===== src/rtl/aes128_type_pkg.sv =====
`default_nettype none
// ============================================================================
//  Module      : aes128_type_pkg
//  Description : Shared types and constants for the AES-128 CBC controller:
//                controller state encoding, chain mode, core operation code,
//                host word-address map and a word-insert helper.
//  Ports       : none (package)
//  Revision    : 1.0 - initial release
// ============================================================================
package aes128_type_pkg;

  // Controller states
  typedef enum logic [2:0] {
    ST_IDLE      = 3'd0,
    ST_ISSUE     = 3'd1,
    ST_ARM       = 3'd2,
    ST_WAIT_DONE = 3'd3,
    ST_FINISH    = 3'd4
  } ctrl_state_e;

  // Block chaining mode
  typedef enum logic {
    CHAIN_ECB = 1'b0,
    CHAIN_CBC = 1'b1
  } chain_mode_e;

  // Operation code presented to the AES core
  typedef enum logic [1:0] {
    AES_ENC = 2'b00,
    AES_DEC = 2'b01
  } aes_op_e;

  // Host word-address map; each group is four 32-bit words
  localparam logic [3:0] KEY_BASE  = 4'd0;
  localparam logic [3:0] IV_BASE   = 4'd4;
  localparam logic [3:0] DATA_BASE = 4'd8;

  // Replace word idx of a 128-bit block; word 0 is the most significant.
  function automatic logic [127:0] put_word(input logic [127:0] blk,
                                            input logic [1:0]   idx,
                                            input logic [31:0]  word);
    logic [127:0] res;
    res = blk;
    case (idx)
      2'd0:    res[127:96] = word;
      2'd1:    res[95:64]  = word;
      2'd2:    res[63:32]  = word;
      default: res[31:0]   = word;
    endcase
    return res;
  endfunction

endpackage
`default_nettype wire


===== src/rtl/aes128_cbc_ctrl_if.sv =====
`default_nettype none
// ============================================================================
//  Module      : aes128_cbc_ctrl_if
//  Description : Host-side and core-side signal bundle of the AES-128 CBC
//                controller. Member names keep the controller's own port
//                names (_i = into the controller, _o = out of it).
//  Modports    : slave  - the controller
//                master - host plus AES core (testbench side)
//  Revision    : 1.0 - initial release
// ============================================================================
interface aes128_cbc_ctrl_if;
  import aes128_type_pkg::*;

  // Host register writes and command
  logic          wr_en_i;
  logic [3:0]    wr_addr_i;
  logic [31:0]   wr_data_i;
  logic          go_i;
  logic          dec_i;
  logic          chain_i;
  // AES core handshake
  logic          core_start_o;
  aes_op_e       core_op_o;
  logic [127:0]  core_key_o;
  logic [127:0]  core_data_o;
  logic [127:0]  core_result_i;
  logic          core_valid_i;
  logic          core_ready_i;
  // Result and status
  logic [127:0]  out_data_o;
  logic          out_valid_o;
  logic          done_o;
  logic          busy_o;
  logic          err_o;

  modport slave (
    input  wr_en_i, wr_addr_i, wr_data_i, go_i, dec_i, chain_i,
    input  core_result_i, core_valid_i, core_ready_i,
    output core_start_o, core_op_o, core_key_o, core_data_o,
    output out_data_o, out_valid_o, done_o, busy_o, err_o
  );

  modport master (
    output wr_en_i, wr_addr_i, wr_data_i, go_i, dec_i, chain_i,
    output core_result_i, core_valid_i, core_ready_i,
    input  core_start_o, core_op_o, core_key_o, core_data_o,
    input  out_data_o, out_valid_o, done_o, busy_o, err_o
  );

endinterface
`default_nettype wire


===== src/rtl/aes128_word_bank.sv =====
`default_nettype none
// ============================================================================
//  Module      : aes128_word_bank
//  Description : Key, chain (IV) and data registers with host word-write
//                decode and the end-of-block chain update.
//  Ports       : clk, rst           - clock, async active-high reset
//                wr_en/addr/data    - qualified host word write
//                chain_upd          - load chain at block completion
//                chain_from_data    - chain source: data reg (1) / result (0)
//                result             - block returned by the AES core
//                key, chain, data   - register contents
//  Revision    : 1.0 - initial release
// ============================================================================
module aes128_word_bank
  import aes128_type_pkg::*;
(
  input  logic         clk,
  input  logic         rst,
  input  logic         wr_en,
  input  logic [3:0]   wr_addr,
  input  logic [31:0]  wr_data,
  input  logic         chain_upd,
  input  logic         chain_from_data,
  input  logic [127:0] result,
  output logic [127:0] key,
  output logic [127:0] chain,
  output logic [127:0] data
);

  always_ff @(posedge clk or posedge rst) begin
    if (rst) begin
      key   <= '0;
      chain <= '0;
      data  <= '0;
    end else if (chain_upd) begin
      // Host writes are only qualified in IDLE, so they never collide here.
      chain <= chain_from_data ? data : result;
    end else if (wr_en) begin
      if (wr_addr[3:2] == KEY_BASE[3:2]) begin
        key <= put_word(key, wr_addr[1:0], wr_data);
      end else if (wr_addr[3:2] == IV_BASE[3:2]) begin
        chain <= put_word(chain, wr_addr[1:0], wr_data);
      end else if (wr_addr[3:2] == DATA_BASE[3:2]) begin
        data <= put_word(data, wr_addr[1:0], wr_data);
      end
    end
  end

endmodule
`default_nettype wire


===== src/rtl/aes128_cbc_ctrl.sv =====
`default_nettype none
// ============================================================================
//  Module      : aes128_cbc_ctrl
//  Description : Sequences one AES-128 block through an external core, adding
//                CBC chaining (pre-XOR on encrypt, post-XOR on decrypt).
//  Parameters  : CBC_EN - 1 builds chaining, 0 gives pure ECB
//  Ports       : clk_i  - clock, rising edge
//                rst_i  - asynchronous active-high reset
//                bus    - host writes/command, core handshake, result/status
//  Revision    : 1.0 - initial release
// ============================================================================
module aes128_cbc_ctrl
  import aes128_type_pkg::*;
#(
  parameter int CBC_EN = 1
) (
  input  logic             clk_i,
  input  logic             rst_i,
  aes128_cbc_ctrl_if.slave bus
);

  ctrl_state_e  state, state_nxt;
  aes_op_e      op_mode;
  chain_mode_e  chain_mode, chain_req;
  logic [127:0] key, chain, data;
  logic [127:0] out_data;
  logic         out_valid, done, err;
  logic         idle, in_finish, cbc_enc, cbc_dec;
  logic         bank_wr, chain_upd;

  generate
    if (CBC_EN != 0) begin : g_cbc
      assign chain_req = chain_mode_e'(bus.chain_i);
    end else begin : g_ecb
      assign chain_req = CHAIN_ECB;
    end
  endgenerate

  assign idle      = (state == ST_IDLE);
  assign in_finish = (state == ST_FINISH);
  assign cbc_enc   = (chain_mode == CHAIN_CBC) && (op_mode == AES_ENC);
  assign cbc_dec   = (chain_mode == CHAIN_CBC) && (op_mode == AES_DEC);
  // Operands are frozen outside IDLE; a write in the go cycle still lands.
  assign bank_wr   = bus.wr_en_i && idle;
  assign chain_upd = in_finish && (chain_mode == CHAIN_CBC);

  aes128_word_bank u_bank (
    .clk             (clk_i),
    .rst             (rst_i),
    .wr_en           (bank_wr),
    .wr_addr         (bus.wr_addr_i),
    .wr_data         (bus.wr_data_i),
    .chain_upd       (chain_upd),
    .chain_from_data (op_mode == AES_DEC),
    .result          (bus.core_result_i),
    .key             (key),
    .chain           (chain),
    .data            (data)
  );

  // ARM spends one cycle after the start edge so the sticky valid left over
  // from the previous block has cleared before WAIT_DONE looks at it.
  always_comb begin
    state_nxt = state;
    case (state)
      ST_IDLE:      if (bus.go_i) state_nxt = ST_ISSUE;
      ST_ISSUE:     if (bus.core_ready_i) state_nxt = ST_ARM;
      ST_ARM:       state_nxt = ST_WAIT_DONE;
      ST_WAIT_DONE: if (bus.core_valid_i) state_nxt = ST_FINISH;
      ST_FINISH:    state_nxt = ST_IDLE;
      default:      state_nxt = ST_IDLE;
    endcase
  end

  always_ff @(posedge clk_i or posedge rst_i) begin
    if (rst_i) begin
      state      <= ST_IDLE;
      op_mode    <= AES_ENC;
      chain_mode <= CHAIN_ECB;
      out_data   <= '0;
      out_valid  <= 1'b0;
      done       <= 1'b0;
      err        <= 1'b0;
    end else begin
      state <= state_nxt;
      done  <= 1'b0;
      if (bus.go_i) begin
        if (idle) begin
          op_mode    <= bus.dec_i ? AES_DEC : AES_ENC;
          chain_mode <= chain_req;
          out_valid  <= 1'b0;
          err        <= 1'b0;
        end else begin
          err <= 1'b1;
        end
      end
      if (in_finish) begin
        out_data  <= cbc_dec ? (bus.core_result_i ^ chain) : bus.core_result_i;
        out_valid <= 1'b1;
        done      <= 1'b1;
      end
    end
  end

  // Data and chain cannot change between go and FINISH, so the core operand
  // is derived directly from the registers and the latched mode.
  assign bus.core_data_o  = cbc_enc ? (data ^ chain) : data;
  assign bus.core_key_o   = key;
  assign bus.core_op_o    = op_mode;
  assign bus.core_start_o = (state == ST_ISSUE) && bus.core_ready_i;
  assign bus.out_data_o   = out_data;
  assign bus.out_valid_o  = out_valid;
  assign bus.done_o       = done;
  assign bus.busy_o       = !idle;
  assign bus.err_o        = err;

endmodule
`default_nettype wire


===== src/flat_wrapper.sv =====
// flat-port wrapper written by rule: the top's interface ports become plain ports
module aes128_cbc_ctrl_flat import aes128_type_pkg::*;
#(
  parameter int CBC_EN = 1
)
  (clk_i, rst_i, bus_wr_en_i, bus_wr_addr_i, bus_wr_data_i, bus_go_i, bus_dec_i, bus_chain_i, bus_core_result_i, bus_core_valid_i, bus_core_ready_i, bus_core_start_o, bus_core_op_o, bus_core_key_o, bus_core_data_o, bus_out_data_o, bus_out_valid_o, bus_done_o, bus_busy_o, bus_err_o);
  aes128_cbc_ctrl_if bus_i ();
  input  logic clk_i;
  input  logic rst_i;
  input wire logic [$bits(bus_i.wr_en_i)-1:0] bus_wr_en_i;
  input wire logic [$bits(bus_i.wr_addr_i)-1:0] bus_wr_addr_i;
  input wire logic [$bits(bus_i.wr_data_i)-1:0] bus_wr_data_i;
  input wire logic [$bits(bus_i.go_i)-1:0] bus_go_i;
  input wire logic [$bits(bus_i.dec_i)-1:0] bus_dec_i;
  input wire logic [$bits(bus_i.chain_i)-1:0] bus_chain_i;
  input wire logic [$bits(bus_i.core_result_i)-1:0] bus_core_result_i;
  input wire logic [$bits(bus_i.core_valid_i)-1:0] bus_core_valid_i;
  input wire logic [$bits(bus_i.core_ready_i)-1:0] bus_core_ready_i;
  output wire logic [$bits(bus_i.core_start_o)-1:0] bus_core_start_o;
  output wire logic [$bits(bus_i.core_op_o)-1:0] bus_core_op_o;
  output wire logic [$bits(bus_i.core_key_o)-1:0] bus_core_key_o;
  output wire logic [$bits(bus_i.core_data_o)-1:0] bus_core_data_o;
  output wire logic [$bits(bus_i.out_data_o)-1:0] bus_out_data_o;
  output wire logic [$bits(bus_i.out_valid_o)-1:0] bus_out_valid_o;
  output wire logic [$bits(bus_i.done_o)-1:0] bus_done_o;
  output wire logic [$bits(bus_i.busy_o)-1:0] bus_busy_o;
  output wire logic [$bits(bus_i.err_o)-1:0] bus_err_o;
  assign bus_i.wr_en_i = bus_wr_en_i;
  assign bus_i.wr_addr_i = bus_wr_addr_i;
  assign bus_i.wr_data_i = bus_wr_data_i;
  assign bus_i.go_i = bus_go_i;
  assign bus_i.dec_i = bus_dec_i;
  assign bus_i.chain_i = bus_chain_i;
  assign bus_i.core_result_i = bus_core_result_i;
  assign bus_i.core_valid_i = bus_core_valid_i;
  assign bus_i.core_ready_i = bus_core_ready_i;
  assign bus_core_start_o = bus_i.core_start_o;
  assign bus_core_op_o = bus_i.core_op_o;
  assign bus_core_key_o = bus_i.core_key_o;
  assign bus_core_data_o = bus_i.core_data_o;
  assign bus_out_data_o = bus_i.out_data_o;
  assign bus_out_valid_o = bus_i.out_valid_o;
  assign bus_done_o = bus_i.done_o;
  assign bus_busy_o = bus_i.busy_o;
  assign bus_err_o = bus_i.err_o;
  aes128_cbc_ctrl #(.CBC_EN(CBC_EN)) u_core (.clk_i(clk_i), .rst_i(rst_i), .bus(bus_i));
endmodule

===== config.mk =====
export PLATFORM = sky130hd
export DESIGN_NAME = aes128_cbc_ctrl_flat
export DESIGN_NICKNAME = d
export VERILOG_FILES = /design/src/rtl/aes128_type_pkg.sv /design/src/rtl/aes128_cbc_ctrl_if.sv /design/src/rtl/aes128_word_bank.sv /design/src/rtl/aes128_cbc_ctrl.sv /design/src/flat_wrapper.sv
export SDC_FILE = /design/constraint.sdc
export NUM_CORES = 1
export LEC_CHECK = 0
export ABC_AREA = 1
export BUFFER_PORTS_ARGS = -buffer_cell sky130_fd_sc_hd__buf_2
export CAP_MARGIN = 10
export CORE_ASPECT_RATIO = 0.5
export CORE_MARGIN = 4
export CORE_UTILIZATION = 50
export CTS_CLUSTER_DIAMETER = 200
export DETAILED_ROUTE_END_ITERATION = 12
export HOLD_SLACK_MARGIN = 0.1
export MAX_ROUTING_LAYER = met4
export PLACE_DENSITY = 0.83
export SYNTH_ARGS = -nofsm -noshare
export SYNTH_HDL_FRONTEND = slang
export SYNTH_SLANG_ARGS = --single-unit

===== constraint.sdc =====
create_clock -name clk_i -period 35.4 [get_ports clk_i]
set_input_delay 7.08 -clock clk_i [delete_from_list [all_inputs] [get_ports clk_i]]
set_output_delay 7.08 -clock clk_i [all_outputs]
set_load 0.05 [all_outputs]

==> impl_results.html <==
<table>
<tr><th>Metric</th><th>Value</th></tr>
<tr><th colspan="2">Outcome</th></tr>
<tr><td>Result of the run</td><td>complete, no violations</td></tr>
<tr><th colspan="2">Synthesis</th></tr>
<tr><td>Yosys warnings</td><td>0</td></tr>
<tr><td>Dominant cell by count in the synthesized netlist</td><td>sky130_fd_sc_hd__nand2_1</td></tr>
<tr><td>Mean instance size in the synthesized netlist</td><td>slightly above 8 µm²</td></tr>
<tr><td>Register bit count reported by yosys</td><td>520</td></tr>
<tr><td>Syn Inst Count</td><td>between 3,000 and 4,000</td></tr>
<tr><td>Post-synthesis cell type with the largest combined area</td><td>sky130_fd_sc_hd__dfrtp_1</td></tr>
<tr><td>Number of flops mapped to enable cells by yosys</td><td>0</td></tr>
<tr><td>Synthesized Nets</td><td>roughly 3,400</td></tr>
<tr><td>Ys async rst share</td><td>100.0%</td></tr>
<tr><td>Commonest cells post-synth</td><td>sky130_fd_sc_hd__nand2_1, sky130_fd_sc_hd__dfrtp_1, sky130_fd_sc_hd__o21ai_0, sky130_fd_sc_hd__nand3_1, sky130_fd_sc_hd__xor2_1</td></tr>
<tr><td>Cells taking the most area after synthesis</td><td>sky130_fd_sc_hd__dfrtp_1, sky130_fd_sc_hd__nand2_1, sky130_fd_sc_hd__o21ai_0, sky130_fd_sc_hd__xor2_1, sky130_fd_sc_hd__nand3_1</td></tr>
<tr><td>Yosys cell types</td><td>24</td></tr>
<tr><td>Main flop type after synthesis</td><td>sky130_fd_sc_hd__dfrtp_1</td></tr>
<tr><td>Post-Synthesis Cell Area</td><td>approximately 26,000 µm²</td></tr>
<tr><td>Synth top area share</td><td>slightly above 50%</td></tr>
<tr><td>Proportion of synthesized chip area in sequential cells</td><td>50.75%</td></tr>
<tr><th colspan="2">Route</th></tr>
<tr><td>Vias after detailed routing</td><td>about 25,000</td></tr>
<tr><td>Initial drt markers</td><td>3,655</td></tr>
<tr><td>Post-DRT Antenna Nets</td><td>0</td></tr>
<tr><td>First-pass iteration count of the detailed router</td><td>6</td></tr>
<tr><td>Vias per Instance</td><td>5.667</td></tr>
<tr><td>Number of remaining DRC errors</td><td>0</td></tr>
<tr><td>Aggregate routed wire length</td><td>between 90,000 and 100,000 µm</td></tr>
<tr><td>Drt wl/cell</td><td>roughly 21 µm</td></tr>
<tr><th colspan="2">GRT</th></tr>
<tr><td>Number of antenna violations at the first check in global routing</td><td>27</td></tr>
<tr><td>Maximum number of pins on one net before global-route repair</td><td>193</td></tr>
<tr><td>Global routing usage on met2</td><td>48.76%</td></tr>
<tr><td>Remaining Overflow, GRT</td><td>0</td></tr>
<tr><td>Met1 track utilization from global routing</td><td>43.88%</td></tr>
<tr><td>Vias in the first global route</td><td>22,426</td></tr>
<tr><td>Wire length of the first global-routing pass</td><td>around 140,000 µm</td></tr>
<tr><td>Total GRT Usage</td><td>33.16%</td></tr>
<tr><td>Busiest layer in global routing</td><td>met2</td></tr>
<tr><td>Met3 GRT Util</td><td>between 6 and 7%</td></tr>
<tr><th colspan="2">Min path</th></tr>
<tr><td>Startpoint of the lowest-slack hold path</td><td>u_core.u_bank.key[42]</td></tr>
<tr><td>Worst Hold Class</td><td>reg2reg</td></tr>
<tr><td>Min-Delay Endpoint</td><td>u_core.u_bank.key[42]</td></tr>
<tr><td>Cell depth of the worst hold path</td><td>2</td></tr>
<tr><th colspan="2">Critical path</th></tr>
<tr><td>Most frequent CP cell</td><td>sky130_fd_sc_hd__buf_2</td></tr>
<tr><td>Crit path buffers/inverters</td><td>3</td></tr>
<tr><td>Crit start category</td><td>input pin</td></tr>
<tr><td>Kind of capture point of the worst setup path</td><td>output port</td></tr>
<tr><td>Largest delay contributor family on the critical path</td><td>buffers and inverters</td></tr>
<tr><td>Max stage delay cell, worst path</td><td>sky130_fd_sc_hd__buf_2</td></tr>
<tr><td>Cell count of the worst reg-to-reg path</td><td>6</td></tr>
<tr><td>Biggest cell delay along the critical path</td><td>about 0.27 ns</td></tr>
<tr><td>Data arrival time of the critical path</td><td>7.55 ns</td></tr>
<tr><td>Cell-by-cell trace of the critical path</td><td>buf_2 &gt; inv_1 &gt; nor2_1 &gt; buf_2</td></tr>
<tr><td>Worst-case register-to-register setup slack</td><td>between 30 and 40 ns</td></tr>
<tr><td>Worst Setup Path Type</td><td>in2out</td></tr>
<tr><td>Crit path max fanout</td><td>2</td></tr>
<tr><td>Required time at the worst-slack endpoint</td><td>between 20 and 30 ns</td></tr>
<tr><td>Worst reg2reg path startpoint</td><td>u_core.chain_mode</td></tr>
<tr><td>Reg2Reg Capture Point</td><td>u_core.u_bank.key[91]</td></tr>
<tr><th colspan="2">STA</th></tr>
<tr><td>Minimum clock period after layout</td><td>14.63 ns</td></tr>
<tr><td>Final Max Slew Viols</td><td>0</td></tr>
<tr><td>Maximum operating frequency</td><td>68.34 MHz</td></tr>
<tr><td>Tcrit/Tclk final</td><td>41.34%</td></tr>
<tr><td>Final Skew</td><td>between 0.02 and 0.025 ns</td></tr>
<tr><td>Number of hold violations in the final report</td><td>0</td></tr>
<tr><td>Setup violation total in the final timing report</td><td>0</td></tr>
<tr><td>Worst relative slew slack</td><td>about 16%</td></tr>
<tr><td>Sum of negative setup slack</td><td>0 ns</td></tr>
<tr><td>Actual transition at the worst max-transition pin</td><td>roughly 1.3 ns</td></tr>
<tr><td>RSZ-0062 raised after global routing</td><td>no</td></tr>
<tr><th colspan="2">CTS</th></tr>
<tr><td>Root buffer cell</td><td>sky130_fd_sc_hd__clkbuf_16</td></tr>
<tr><td>Worst-skew pair later-pin latency</td><td>approximately 0.59 ns</td></tr>
<tr><td>Maximum clock path buffer count</td><td>3</td></tr>
<tr><td>Count of cells resized by post-cts repair</td><td>0</td></tr>
<tr><td>Clock sink count</td><td>520</td></tr>
<tr><td>H-tree depth</td><td>2</td></tr>
<tr><td>Number of buffers inserted by post-CTS setup repair</td><td>0</td></tr>
<tr><td>Quantity of hold-fixing buffers added after cts</td><td>0</td></tr>
<tr><td>Clock slew at reported path FFs</td><td>around 0.060 ns</td></tr>
<tr><td>Total clock buffers created by CTS</td><td>between 40 and 50</td></tr>
<tr><td>CTS tree</td><td>done</td></tr>
<tr><th colspan="2">Finish</th></tr>
<tr><td>Synthesis-to-finish area growth</td><td>17.66%</td></tr>
<tr><td>Fraction of layout instances using a drive strength above 1</td><td>18.78%</td></tr>
<tr><td>Number of nets in the final layout</td><td>~3,800</td></tr>
<tr><td>Fill cell total of the finished layout</td><td>about 4,400</td></tr>
<tr><th colspan="2">Placed design</th></tr>
<tr><td>Routability congestion estimate</td><td>between 0.9 and 1</td></tr>
<tr><td>Final HPWL DP</td><td>slightly above 60,000 µm</td></tr>
<tr><td>Port-buffer cells</td><td>~560</td></tr>
<tr><th colspan="2">Die</th></tr>
<tr><td>Vert. Die Dim</td><td>approximately 170 µm</td></tr>
<tr><td>Starting density of the core</td><td>about half</td></tr>
<tr><td>Core area</td><td>slightly above 50,000 µm²</td></tr>
<tr><td>Horizontal die dimension</td><td>between 300 and 400 µm</td></tr>
<tr><td>Die Area</td><td>about 55,000 µm²</td></tr>
<tr><td>Number of top-level design ports</td><td>between 500 and 600</td></tr>
<tr><td>Floorplan row count</td><td>58</td></tr>
<tr><th colspan="2">Job</th></tr>
<tr><td>Max-cap violation count</td><td>0</td></tr>
</table>
metrics by stage:
step	hold slack, ns	setup slack (ns)	area (µm²)	utilization, %	std cells
2_1_floorplan	0.4530	13.79	25640	-	3182
3_3_place_gp	0.4624	20.74	28540	56.60	4238
3_5_place_dp	0.4680	20.77	28540	56.60	4238
4_1_cts	0.4840	20.77	30120	59.71	4326
5_1_grt	0.4942	20.74	30170	59.82	4348
6_report	0.4780	20.77	30170	59.82	4348
kinds of logic (layout without fill, tap and decap cells):
group,after synthesis,count (layout),share of synthesized area (%)
simple gates,1497,1497,23.94
flops,520,520,50.75
compound gates,516,516,10.09
buf+inv,392,846,6.461
xor+xnor,256,256,8.744
other cells,1,23,0.01463
worst max-delay path by stage:
| stage | cells past startpoint | startpoint | endpoint |
|---|---|---|---|
| floorplan | 1 | rst_i | u_core.bus.core_op_o[0] |
| global placement | 4 | bus_core_ready_i | bus_core_start_o |
| detailed placement | 4 | bus_core_ready_i | bus_core_start_o |
| CTS | 4 | bus_core_ready_i | bus_core_start_o |
| global route | 4 | bus_core_ready_i | bus_core_start_o |
| finish | 4 | bus_core_ready_i | bus_core_start_o |
cells in the final DEF, fill, tap and decap left out, drive strengths merged:
cell       n
nand2   1124
xor2     222
diode     22
nor3       1
nor2      13
o21ai    516
conb       1
clkinv    12
nand4      2
nand3    357
clkbuf    71
xnor2     34
inv      179
bufinv     3
dfrtp    520
buf      581
state kept, by name (all words and copies together) (netlist names):
register,cells
u_core.bus.done_o,1
u_core.state,3
u_core.bus.out_valid_o,1
u_core.u_bank.chain,128
u_core.chain_mode,1
u_core.u_bank.key,128
u_core.bus.out_data_o,128
u_core.bus.core_op_o,1
u_core.u_bank.data,128
u_core.bus.err_o,1
area by class of cell:
class | instances | area, µm² | area share (%)
clock buffers | 71 | 1399 | 4.636
repair buffers | 581 | 2983 | 9.887
multi-input cells | 2270 | 10990 | 36.44
well taps | 690 | 863.3 | 2.862
flip-flops and latches | 520 | 13020 | 43.16
clock inverters | 17 | 171.4 | 0.5682
diodes | 22 | 55.05 | 0.1825
inverters | 177 | 684.4 | 2.268
metal layers:
metal  wire, µm  up-vias
met5          0        -
met4       5471        0
met3       8612      317
met2      41980     1466
met1      36060    11847
li1           -    11008
tightest hold or removal path, stage by stage, from the launching register on:
cell and delay, ns:
sky130_fd_sc_hd__dfrtp_1 0.34, sky130_fd_sc_hd__nand2_1 0.05, sky130_fd_sc_hd__o21ai_0 0.06
Power is not shown: default switching activity piles up to over one toggle a cycle in this logic, so the estimate is an artifact.
